--- src/rtl/mont_reduce_scheduler_pkg.sv ---
// Shared types for the Montgomery-reduce scheduler: FSM states, requester ids
// and the width helper for beat counters.
package mont_sched_pkg;

  typedef enum logic [1:0] {
    IDLE = 2'd0,
    LOAD = 2'd1,
    RUN  = 2'd2
  } state_e;

  localparam int REQ_COUNT = 2;

  typedef logic [$clog2(REQ_COUNT)-1:0] req_id_t;

  // Wide enough to hold a count equal to n, not just n-1.
  function automatic int beat_cnt_w(input int n);
    return $clog2(n + 1);
  endfunction

endpackage

--- src/rtl/mont_reduce_scheduler_indexer.sv ---
// Constant-ROM block address sequencer. The address leads the registered index
// by one on a consume so a synchronous ROM has the next block ready.
module const_block_indexer #(
  parameter  int CONST_BLOCKS = 128,
  localparam int AW           = $clog2(CONST_BLOCKS)
) (
  input  logic          clk_in,
  input  logic          rst_in,
  input  logic          consumed_in,
  input  logic          clear_in,
  output logic [AW-1:0] rd_addr_out
);

  logic [AW-1:0] idx_q;
  logic [AW-1:0] idx_inc;

  assign idx_inc     = (idx_q == AW'(CONST_BLOCKS - 1)) ? '0 : idx_q + 1'b1;
  assign rd_addr_out = consumed_in ? idx_inc : idx_q;

  always_ff @(posedge clk_in or posedge rst_in) begin
    if (rst_in)        idx_q <= '0;
    else if (clear_in) idx_q <= '0;
    else               idx_q <= rd_addr_out;
  end

endmodule

--- src/rtl/mont_reduce_scheduler.sv ---
// Round-robin arbiter sharing one Montgomery-reduce datapath between two
// requesters: forwards T blocks, sequences k/N ROM addresses, returns results.
module mont_reduce_scheduler
  import mont_sched_pkg::*;
#(
  parameter  int REGISTER_SIZE = 32,
  parameter  int NUM_BLOCKS    = 256,
  parameter  int CONST_BLOCKS  = 128,
  localparam int AW            = $clog2(CONST_BLOCKS)
) (
  input  logic                                clk_in,
  input  logic                                rst_in,
  input  logic [REQ_COUNT-1:0]                req_in,
  output logic [REQ_COUNT-1:0]                grant_out,
  input  logic [REQ_COUNT-1:0]                t_valid_in,
  input  logic [REQ_COUNT*REGISTER_SIZE-1:0]  t_block_in,
  output logic                                mr_valid_out,
  output logic [REGISTER_SIZE-1:0]            mr_T_block_out,
  input  logic                                consumed_k_in,
  input  logic                                consumed_N_in,
  output logic [AW-1:0]                       k_rd_addr_out,
  output logic [AW-1:0]                       n_rd_addr_out,
  input  logic                                mr_valid_in,
  input  logic [REGISTER_SIZE-1:0]            mr_data_in,
  input  logic                                mr_final_in,
  output logic [REQ_COUNT-1:0]                res_valid_out,
  output logic [REGISTER_SIZE-1:0]            res_data_out,
  output logic                                res_final_out,
  output logic                                busy_out,
  output logic                                err_out
);

  localparam int            CW       = beat_cnt_w(NUM_BLOCKS);
  localparam logic [CW-1:0] LAST_T   = CW'(NUM_BLOCKS - 1);
  localparam logic [CW-1:0] RES_LAST = CW'(NUM_BLOCKS / 2 - 1);

  state_e                   state_q, state_d;
  req_id_t                  ptr_q, ptr_d, gid_q, gid_d, nxt_id;
  logic [REQ_COUNT-1:0]     grant_q, grant_d, res_valid_q, res_valid_d;
  logic [CW-1:0]            beat_q, beat_d, res_cnt_q, res_cnt_d;
  logic                     mr_valid_q, mr_valid_d, res_final_q, res_final_d;
  logic                     err_q, err_d, clear_idx, active;
  logic [REGISTER_SIZE-1:0] mr_t_q, mr_t_d, res_data_q, res_data_d, t_blk;

  assign active = (state_q != IDLE);
  assign t_blk  = t_block_in[gid_q*REGISTER_SIZE +: REGISTER_SIZE];

  always_comb begin
    state_d     = state_q;
    ptr_d       = ptr_q;
    gid_d       = gid_q;
    nxt_id      = ptr_q;
    grant_d     = grant_q;
    beat_d      = beat_q;
    res_cnt_d   = res_cnt_q;
    mr_valid_d  = 1'b0;
    mr_t_d      = mr_t_q;
    res_valid_d = '0;
    res_data_d  = res_data_q;
    res_final_d = 1'b0;
    err_d       = err_q;
    clear_idx   = 1'b0;
    case (state_q)
      IDLE: begin
        if (mr_valid_in) err_d = 1'b1;
        if (|req_in) begin
          nxt_id          = req_in[ptr_q] ? ptr_q : ~ptr_q;
          gid_d           = nxt_id;
          grant_d         = '0;
          grant_d[nxt_id] = 1'b1;
          beat_d          = '0;
          res_cnt_d       = '0;
          clear_idx       = 1'b1;
          state_d         = LOAD;
        end
      end
      LOAD: begin
        if (mr_valid_in) err_d = 1'b1;
        if (t_valid_in[gid_q]) begin
          mr_valid_d = 1'b1;
          mr_t_d     = t_blk;
          beat_d     = beat_q + 1'b1;
          if (beat_q == LAST_T) state_d = RUN;
        end
      end
      RUN: begin
        // Surplus T beats are dropped; the datapath already has its full job.
        if (t_valid_in[gid_q]) err_d = 1'b1;
        if (mr_valid_in) begin
          res_valid_d[gid_q] = 1'b1;
          res_data_d         = mr_data_in;
          res_final_d        = mr_final_in;
          if (res_cnt_q != '1) res_cnt_d = res_cnt_q + 1'b1;
          if (mr_final_in) begin
            if (res_cnt_q != RES_LAST) err_d = 1'b1;
            grant_d = '0;
            ptr_d   = ~gid_q;
            state_d = IDLE;
          end
        end
      end
      default: state_d = IDLE;
    endcase
  end

  always_ff @(posedge clk_in or posedge rst_in) begin
    if (rst_in) begin
      state_q     <= IDLE;
      ptr_q       <= '0;
      gid_q       <= '0;
      grant_q     <= '0;
      beat_q      <= '0;
      res_cnt_q   <= '0;
      mr_valid_q  <= 1'b0;
      mr_t_q      <= '0;
      res_valid_q <= '0;
      res_data_q  <= '0;
      res_final_q <= 1'b0;
      err_q       <= 1'b0;
    end else begin
      state_q     <= state_d;
      ptr_q       <= ptr_d;
      gid_q       <= gid_d;
      grant_q     <= grant_d;
      beat_q      <= beat_d;
      res_cnt_q   <= res_cnt_d;
      mr_valid_q  <= mr_valid_d;
      mr_t_q      <= mr_t_d;
      res_valid_q <= res_valid_d;
      res_data_q  <= res_data_d;
      res_final_q <= res_final_d;
      err_q       <= err_d;
    end
  end

  const_block_indexer #(.CONST_BLOCKS(CONST_BLOCKS)) u_k_idx (
    .clk_in      (clk_in),
    .rst_in      (rst_in),
    .consumed_in (consumed_k_in & active),
    .clear_in    (clear_idx),
    .rd_addr_out (k_rd_addr_out)
  );

  const_block_indexer #(.CONST_BLOCKS(CONST_BLOCKS)) u_n_idx (
    .clk_in      (clk_in),
    .rst_in      (rst_in),
    .consumed_in (consumed_N_in & active),
    .clear_in    (clear_idx),
    .rd_addr_out (n_rd_addr_out)
  );

  assign grant_out      = grant_q;
  assign mr_valid_out   = mr_valid_q;
  assign mr_T_block_out = mr_t_q;
  assign res_valid_out  = res_valid_q;
  assign res_data_out   = res_data_q;
  assign res_final_out  = res_final_q;
  assign busy_out       = active;
  assign err_out        = err_q;

endmodule

--- config.mk ---
export PLATFORM = sky130hd
export DESIGN_NAME = mont_reduce_scheduler
export DESIGN_NICKNAME = d
export VERILOG_FILES = /design/src/rtl/mont_reduce_scheduler_pkg.sv /design/src/rtl/mont_reduce_scheduler_indexer.sv /design/src/rtl/mont_reduce_scheduler.sv
export SDC_FILE = /design/constraint.sdc
export NUM_CORES = 1
export LEC_CHECK = 0
export BUFFER_PORTS_ARGS = -buffer_cell sky130_fd_sc_hd__buf_2
export CORE_MARGIN = 5
export CORE_UTILIZATION = 45
export CTS_BUF_LIST = sky130_fd_sc_hd__clkbuf_4 sky130_fd_sc_hd__clkbuf_8
export DETAILED_ROUTE_END_ITERATION = 12
export GPL_TIMING_DRIVEN = 0
export PLACE_DENSITY = 0.72
export SYNTH_ARGS = -nofsm -noshare
export SYNTH_HDL_FRONTEND = slang
export SYNTH_SLANG_ARGS = --single-unit
--- constraint.sdc ---
create_clock -name clk_in -period 6.3 [get_ports clk_in]
set_input_delay 1.26 -clock clk_in [delete_from_list [all_inputs] [get_ports clk_in]]
set_output_delay 1.26 -clock clk_in [all_outputs]
set_load 0.02 [all_outputs]
# Word level (Yosys, flattened, before mapping)
# Index checks and enable logic that the tools add are counted.
[totals]
input_bits = 106
register_bits = 107
[classes]
n_reduce_logical = 18
bitwise_logic = 4
n_shift = 1
eq_ne = 14
muxes = 43
order_cmp = 5
n_addsub = 4
[op_table]
columns = ["op", "count"]
rows = [
  ["64-bit by 7-bit variable part select with 32-bit output", 1],
  ["7-bit two-way mux", 6],
  ["9-bit two-way mux", 4],
  ["9-bit one-hot mux with 2 select lines", 2],
  ["9-bit by 1-bit adder with 9-bit output (second input constant)", 2],
  ["1-bit two-way mux", 18],
  ["2-bit two-way mux", 8],
  ["7-bit by 1-bit adder with 7-bit output (second input constant)", 2],
  ["7-bit equality test (second input constant)", 2],
  ["2-bit inequality test (second input constant)", 6],
  ["9-bit by 8-bit equality test with 1-bit output (second input constant)", 1],
  ["9-bit by 7-bit inequality test with 1-bit output (second input constant)", 1],
  ["9-bit inequality test (second input constant)", 1],
  ["2-bit AND reduction", 4],
  ["4-bit AND reduction", 2],
  ["2-bit nonzero test", 4],
  ["1-bit by 2-bit < comparator with 1-bit output (second input constant)", 3],
  ["2-bit one-hot mux with 3 select lines", 1],
  ["3-bit AND reduction", 2],
  ["5-bit AND reduction", 1],
  ["2-bit one-hot mux with 2 select lines", 1],
  ["2-bit OR reduction", 2],
  ["1-bit AND", 2],
  ["1-bit demux with 1-bit select", 2],
  ["8 further kinds", 11],
]

# Logic depth before layout (Yosys ltp)
# Gate-level depths: netlist of the first run.
[logic_depth]
depth_word = 9
mapped_depth = 9
ltp_nobuf = 8

# By module
# Synthesis of the first run repeated with hierarchy kept, for this count alone.
[hier_totals]
hier_cells = 434
area_unflattened_um2 = 5216.3
[modules_own_cells]
columns = ["mod", "area_each_um2", "seq_area_each_um2", "instances", "cells_each"]
rows = [
  ["mont_reduce_scheduler", 4443.0, 2327.2, 1, 352],
  ["const_block_indexer", 386.6, 175.2, 2, 41],
]

# Worst setup path after synthesis of the first run
# OpenSTA, ideal clock, no wires.
[synth_timing]
path_kind = "input to output"
start = "input consumed_N_in"
end = "output n_rd_addr_out[3]"
path_buffers = 0
required_ps = 5040
t_arrival_ps = 2074
path_stages = 4
setup_slack_ps = 2966
cell_sequence = "o21ai_1 > or3_1 > o211ai_1 > nand2_1"
[synth_via]
elab_chain_cells = 2
[synth_rtl]
columns = ["element", "line", "rtl"]
rows = [
  ["start: declaration", "mont_reduce_scheduler.sv:20", "input logic consumed_N_in,"],
  ["1-bit AND", "mont_reduce_scheduler.sv:147", ".consumed_in (consumed_N_in & active),"],
  ["7-bit two-way mux", "mont_reduce_scheduler_indexer.sv:18", "assign rd_addr_out = consumed_in ? idx_inc : idx_q;"],
  ["end: declaration", "mont_reduce_scheduler.sv:22", "output logic [AW-1:0] n_rd_addr_out,"],
]
# Every way passes these cells.

# Worst setup path after layout of the first run
# Ends and elaborated chain as after synthesis.

==> impl_metrics.json, run 1 <==
{
  "status": "complete, no violations",
  "overflow": 0,
  "clk_pin_slew_ns": 0.09,
  "die_h_um": 113.7,
  "synthMuxAreaShare_pct": 15.18,
  "grt_pass1_wl_um": 20380,
  "avgSynthCellArea_um2": 11.02,
  "worst_ep_required_time_ns": 5.04,
  "rsz0062_at_grt": "false",
  "yosysTopAreaCell": "dfrtp_1",
  "drv_cap": 0,
  "n_antenna_cell": 0,
  "powerDensity_nw_per_um2": 309.0,
  "slew_headroom_pct": 41.02,
  "syn_area_um2": 4837,
  "p_leak_nw": 3.271,
  "endpoint_kind": "output port",
  "stdcell_count": 783,
  "finalCritPeriodShare_pct": 56.41,
  "area_growth_pct": 27.32,
  "synth_top_family_by_area": "multiplexers",
  "syn_nets": 551,
  "routabilityCongestion": 0.8195,
  "start_util_pct": 46.44,
  "finalCriticalPeriod_ns": 3.554,
  "setup_violations": 0,
  "root_buffer": "clkbuf_8",
  "grt_max_degree": 72,
  "hpwlAfterDp_um": 9720,
  "drtPass1Iterations": 4,
  "ctsHoldBuffers": 0,
  "synth_cells": 439,
  "cp_data_arrival_time_ns": 2.29,
  "hold_slack_ns": 0.4707,
  "clock_path_buffers": 2,
  "cts_made_buffers": 9,
  "grt_pass1_vias": 4202,
  "synth_adder_area_share_pct": 1.552,
  "clock_skew_ns": 0.01709,
  "path_class": "input pin to output port",
  "io_buffer_count": 191,
  "synth-async-reset-ratio_pct": 100.0,
  "vias": 3992,
  "fin_ws_ns": 2.746,
  "synth-edff-count": 0,
  "yosysSeqAreaShare_pct": 55.35,
  "wirelength_um": 12570,
  "synth-main-ff-cell": "dfrtp_1",
  "drc": 0,
  "drive_gt1_share_pct": 40.19,
  "internal_power_mw": 1.186,
  "place_inst": 767,
  "swShare_pct": 37.67,
  "synth_xor_area_share_pct": 2.173,
  "layout_common_cells": "buf_2, dfrtp_1, nand2_1",
  "synth_top_area_share_pct": 55.35,
  "dieArea_um2": 12920,
  "tightest_slew_ns": 0.8847,
  "design_area_um2": 6158,
  "yosys_warnings": 0,
  "pwr-share-seq_pct": 46.9,
  "fin_setup_tns_ns": 0,
  "num-nets-final": 754,
  "fp.dieW_um": 113.7,
  "dp_worst_setup_slack_ns": 2.738,
  "num_io_pins": 192,
  "clock-sinks": 107,
  "rr_startpoint": "res_cnt_q[0]",
  "power_frac_comb_pct": 32.4,
  "gr-usage-all-layers_pct": 19.88,
  "drtAntennaViolNets": 0,
  "hold_viol_final": 0,
  "fmaxAchievable_mhz": 281.4,
  "cp_max_fo": 9,
  "ir_worst_vdd_v": 0.0001712,
  "num_rows": 37,
  "cts_tree": "built",
  "hp-class": "flop to flop",
  "core-area_um2": 10420,
  "placed_area_um2": 5986,
  "post-cts-setup-buffer-count": 0,
  "synthSimpleGateAreaFrac_pct": 13.61,
  "switchingPower_mw": 0.7168,
  "htree_levels": 3,
  "final_common_cell": "buf_2",
  "synthTopCellsByArea": "dfrtp_1, mux2_2, mux2i_1, nand2_1, o21ai_0",
  "slew_violations": 0,
  "min_from": "beat_q[6]",
  "crit_path_start_kind": "input pin",
  "crit_start": "consumed_N_in",
  "grt_antenna_before_repair": 0,
  "drt_iter0_drc": 235,
  "ctsResizeCount": 0,
  "p_clk_share_pct": 20.7,
  "wl_per_cell_um": 16.06,
  "clk_latency_ns": 0.38,
  "ys_seq_elements": 107,
  "avgViaCountPerCell": 5.098,
  "synthDistinctLibCells": 43,
  "fill_cells": 963,
  "synth_compound_area_share_pct": 8.846
}
[state kept, by name, summed over array words and instances, names as in the netlist, 7 cells and up]
signal / cells
res_cnt_q: 9
u_n_idx.idx_q: 7
beat_q: 9
res_data_out: 32
mr_T_block_out: 32
u_k_idx.idx_q: 7
[stage by stage]
| step | total power, mW | utilization (%) |
|---|---|---|
| floorplan | 1.292 | - |
| global placement | 1.511 | 57.25 |
| detailed placement | 1.532 | 57.47 |
| CTS | 1.925 | 59.12 |
| global route | 2.024 | 59.12 |
| finish | 1.903 | 59.12 |
[power by group through the flow]
stage	clock network (mW)	logic [mW]	registers (mW)
after floorplan	0	0.307	0.985
after global placement	0	0.613	0.898
after detailed placement	0	0.628	0.904
after CTS	0.404	0.628	0.893
after global routing	0.439	0.674	0.911
final	0.393	0.617	0.893
[synth_stat cells, types with 6 or more instances]
| library cell | instances |
|---|---|
| o21ai_0 | 34 |
| mux2_2 | 33 |
| o21ai_1 | 12 |
| or3_1 | 7 |
| nor2_1 | 14 |
| inv_1 | 12 |
| a21oi_1 | 11 |
| dfrtp_1 | 107 |
| and2_1 | 11 |
| nand2_1 | 64 |
| xnor2_1 | 7 |
| mux2i_1 | 34 |
| ha_1 | 6 |
| nand3_1 | 16 |
| buf_2 | 10 |
[worst max-delay path, stage by stage]
cell and delay, ns:
buf_2 0.09, o21ai_1 0.18, or3_1 0.41, o211ai_1 0.13
nand2_1 0.07, buf_2 0.16
[kinds of logic (layout without fill, tap and decap cells)]
family,count (synthesis),after routing
and+or+nand+nor,138,138
DFF,107,107
AOI/OAI and AO/OA,75,75
muxes,68,68
buffers and inverters,33,241
xor gates and xnor gates,12,12
adders and majority gates,6,6
[area by class of cell]
class,count,area (um2),share of cell area [%]
well taps,136,170.2,2.763
clock buffers,9,123.9,2.011
multi-input cells,299,2001,32.49
inverters,13,51.30,0.8330
plain buffers,20,110.1,1.788
repair buffers,192,975.9,15.85
clock inverters,7,48.80,0.7924
flip-flops and latches,107,2678,43.48
[layer usage]
metal  wire length (um)  vias to the layer above  global-route usage, %  share of wire [%]
li1                   -                     1925                      -                  -
met4                351                        0                  8.894                2.8
met1               4915                     1891                  23.27                 39
met2               6366                      151                  34.08                 51
met5                  0                        -                      0                  0
met3                940                       25                  5.411                7.5
[worst paths after layout]
kind | to | slack, ns | cells past startpoint
worst max-delay path | n_rd_addr_out[3] | 2.75 | 6
worst min-delay path | beat_q[6] | 0.47 | 1
worst max register to register | res_cnt_q[5] | 4.10 | 8
worst min register to register | beat_q[6] | 0.47 | 1
max in group asynchronous | u_n_idx.idx_q[3] | 4.53 | 3
min in group asynchronous | mr_T_block_out[23] | 1.07 | 2
(Power assumes the default switching activity.)
==> inputs of run 2 (changes only) <==
==> constraint.sdc (replaced) <==
create_clock -name clk_in -period 3.43 [get_ports clk_in]
set_input_delay 0.686 -clock clk_in [delete_from_list [all_inputs] [get_ports clk_in]]
set_output_delay 0.686 -clock clk_in [all_outputs]
set_load 0.02 [all_outputs]
==> run 2 against run 1 <==
Sequential share of layout area shrank 0.28 points. First-iteration DRC count shrank 51%. Clock power grew 95%. Routed wire length grew 2.5%. Die area is the same. Sequential cell count is the same. Largest cell class unchanged. Global-route usage grew 0.38 points. Clock-buffer cell count grew 1. Critical path depth is the same. Design area grew 0.65%.
==> impl_metrics.json, run 2 (same netlist as run 1, synthesis figures left out) <==
{
  "final_common_cell": "buf_2",
  "slew_headroom_pct": 49.69,
  "placed_area_um2": 6007,
  "gr-usage-all-layers_pct": 20.26,
  "clk_pin_slew_ns": 0.12,
  "drc": 0,
  "num_rows": 37,
  "start_util_pct": 46.44,
  "drt_iter0_drc": 116,
  "cp_data_arrival_time_ns": 2.02,
  "clock-sinks": 107,
  "clock_skew_ns": 0.01490,
  "root_buffer": "clkbuf_8",
  "swShare_pct": 37.63,
  "design_area_um2": 6198,
  "routabilityCongestion": 0.8134,
  "avgViaCountPerCell": 5.139,
  "num_io_pins": 192,
  "endpoint_kind": "output port",
  "num-nets-final": 755,
  "drtPass1Iterations": 4,
  "dp_worst_setup_slack_ns": 1.008,
  "p_clk_share_pct": 21.6,
  "clock_path_buffers": 2,
  "dieArea_um2": 12920,
  "tightest_slew_ns": 0.7531,
  "overflow": 0,
  "fin_setup_tns_ns": 0,
  "finalCriticalPeriod_ns": 2.710,
  "ir_worst_vdd_v": 0.0003481,
  "die_h_um": 113.7,
  "ctsResizeCount": 0,
  "drive_gt1_share_pct": 40.28,
  "place_inst": 768,
  "drv_cap": 0,
  "switchingPower_mw": 1.334,
  "finalPower_mw": 3.546,
  "p_leak_nw": 3.281,
  "powerDensity_nw_per_um2": 572.0,
  "pwr-share-seq_pct": 46.3,
  "rsz0062_at_grt": "false",
  "drtAntennaViolNets": 0,
  "fin_ws_ns": 0.7204,
  "htree_levels": 3,
  "power_frac_comb_pct": 32.0,
  "cts_made_buffers": 9,
  "hpwlAfterDp_um": 10170,
  "post-cts-setup-buffer-count": 0,
  "vias": 4029,
  "clk_latency_ns": 0.38,
  "finalCritPeriodShare_pct": 79.00,
  "hold_viol_final": 0,
  "grt_pass1_wl_um": 20670,
  "layout_common_cells": "buf_2, dfrtp_1, nand2_1",
  "setup_violations": 0,
  "grt_antenna_before_repair": 0,
  "crit_path_start_kind": "flop",
  "grt_pass1_vias": 4263,
  "path_class": "flop to output port",
  "fmaxAchievable_mhz": 369.1,
  "wirelength_um": 12890,
  "ctsHoldBuffers": 0,
  "stdcell_count": 784,
  "wl_per_cell_um": 16.43,
  "status": "complete, no violations",
  "cts_tree": "built",
  "cp_max_fo": 10,
  "grt_max_degree": 43,
  "slew_violations": 0,
  "io_buffer_count": 191,
  "reg2reg_depth": 8,
  "area_growth_pct": 28.14,
  "n_antenna_cell": 0,
  "core-area_um2": 10420,
  "hp-class": "input pin to async pin",
  "internal_power_mw": 2.211,
  "fp.dieW_um": 113.7,
  "worst_ep_required_time_ns": 2.74
}
-- run 2: final timing paths --
path	startpoint	to	slack, ns
setup / recovery	state_q[1]	n_rd_addr_out[3]	0.72
hold / removal	rst_in	mr_T_block_out[31]	0.41
setup reg to reg	res_cnt_q[0]	res_cnt_q[5]	1.22
hold reg to reg	beat_q[6]	beat_q[6]	0.48
max in group asynchronous	rst_in	ptr_q	2.11
min in group clk_in	beat_q[6]	beat_q[6]	0.48
-- run 2: critical path, stage by stage, from the launching register on --
cell and delay (ns):
dfrtp_1 0.39, buf_2 0.25, o21ai_1 0.23, or3_1 0.42
o211ai_1 0.12, nand2_1 0.08, buf_2 0.16
-- run 2: per-layer routing --
layer / up-vias / routed length (um) / track usage (%)
li1: 1932 / - / -
met1: 1938 / 5097 / 23.89
met2: 137 / 6564 / 35.26
met3: 22 / 933 / 5.358
met4: 0 / 290 / 7.853
met5: - / 0 / 0
-- run 2: power by group through the flow --
stage	clock network, mW	registers (mW)	logic (mW)
floorplan	0	1.81	0.564
global placement	0	1.65	1.13
detailed placement	0	1.66	1.16
CTS	0.787	1.64	1.16
global route	0.839	1.67	1.26
finish	0.768	1.64	1.14
-- run 2: cell type report --
class / count / area, um2
inverters: 13 / 52.55
well taps: 136 / 170.2
clock buffers: 10 / 137.6
plain buffers: 20 / 110.1
repair buffers: 193 / 996.0
fillers: 926 / 4218
flip-flops and latches: 107 / 2678
clock inverters: 6 / 53.80
multi-input cells: 299 / 2001
-- run 2: per-stage QoR --
stage	util (%)	hold slack (ns)
detailed placement	57.67	0.4641
global route	59.51	0.4468
CTS	59.51	0.4178
finish	59.51	0.4077
floorplan	-	0.4367
global placement	57.29	0.4529
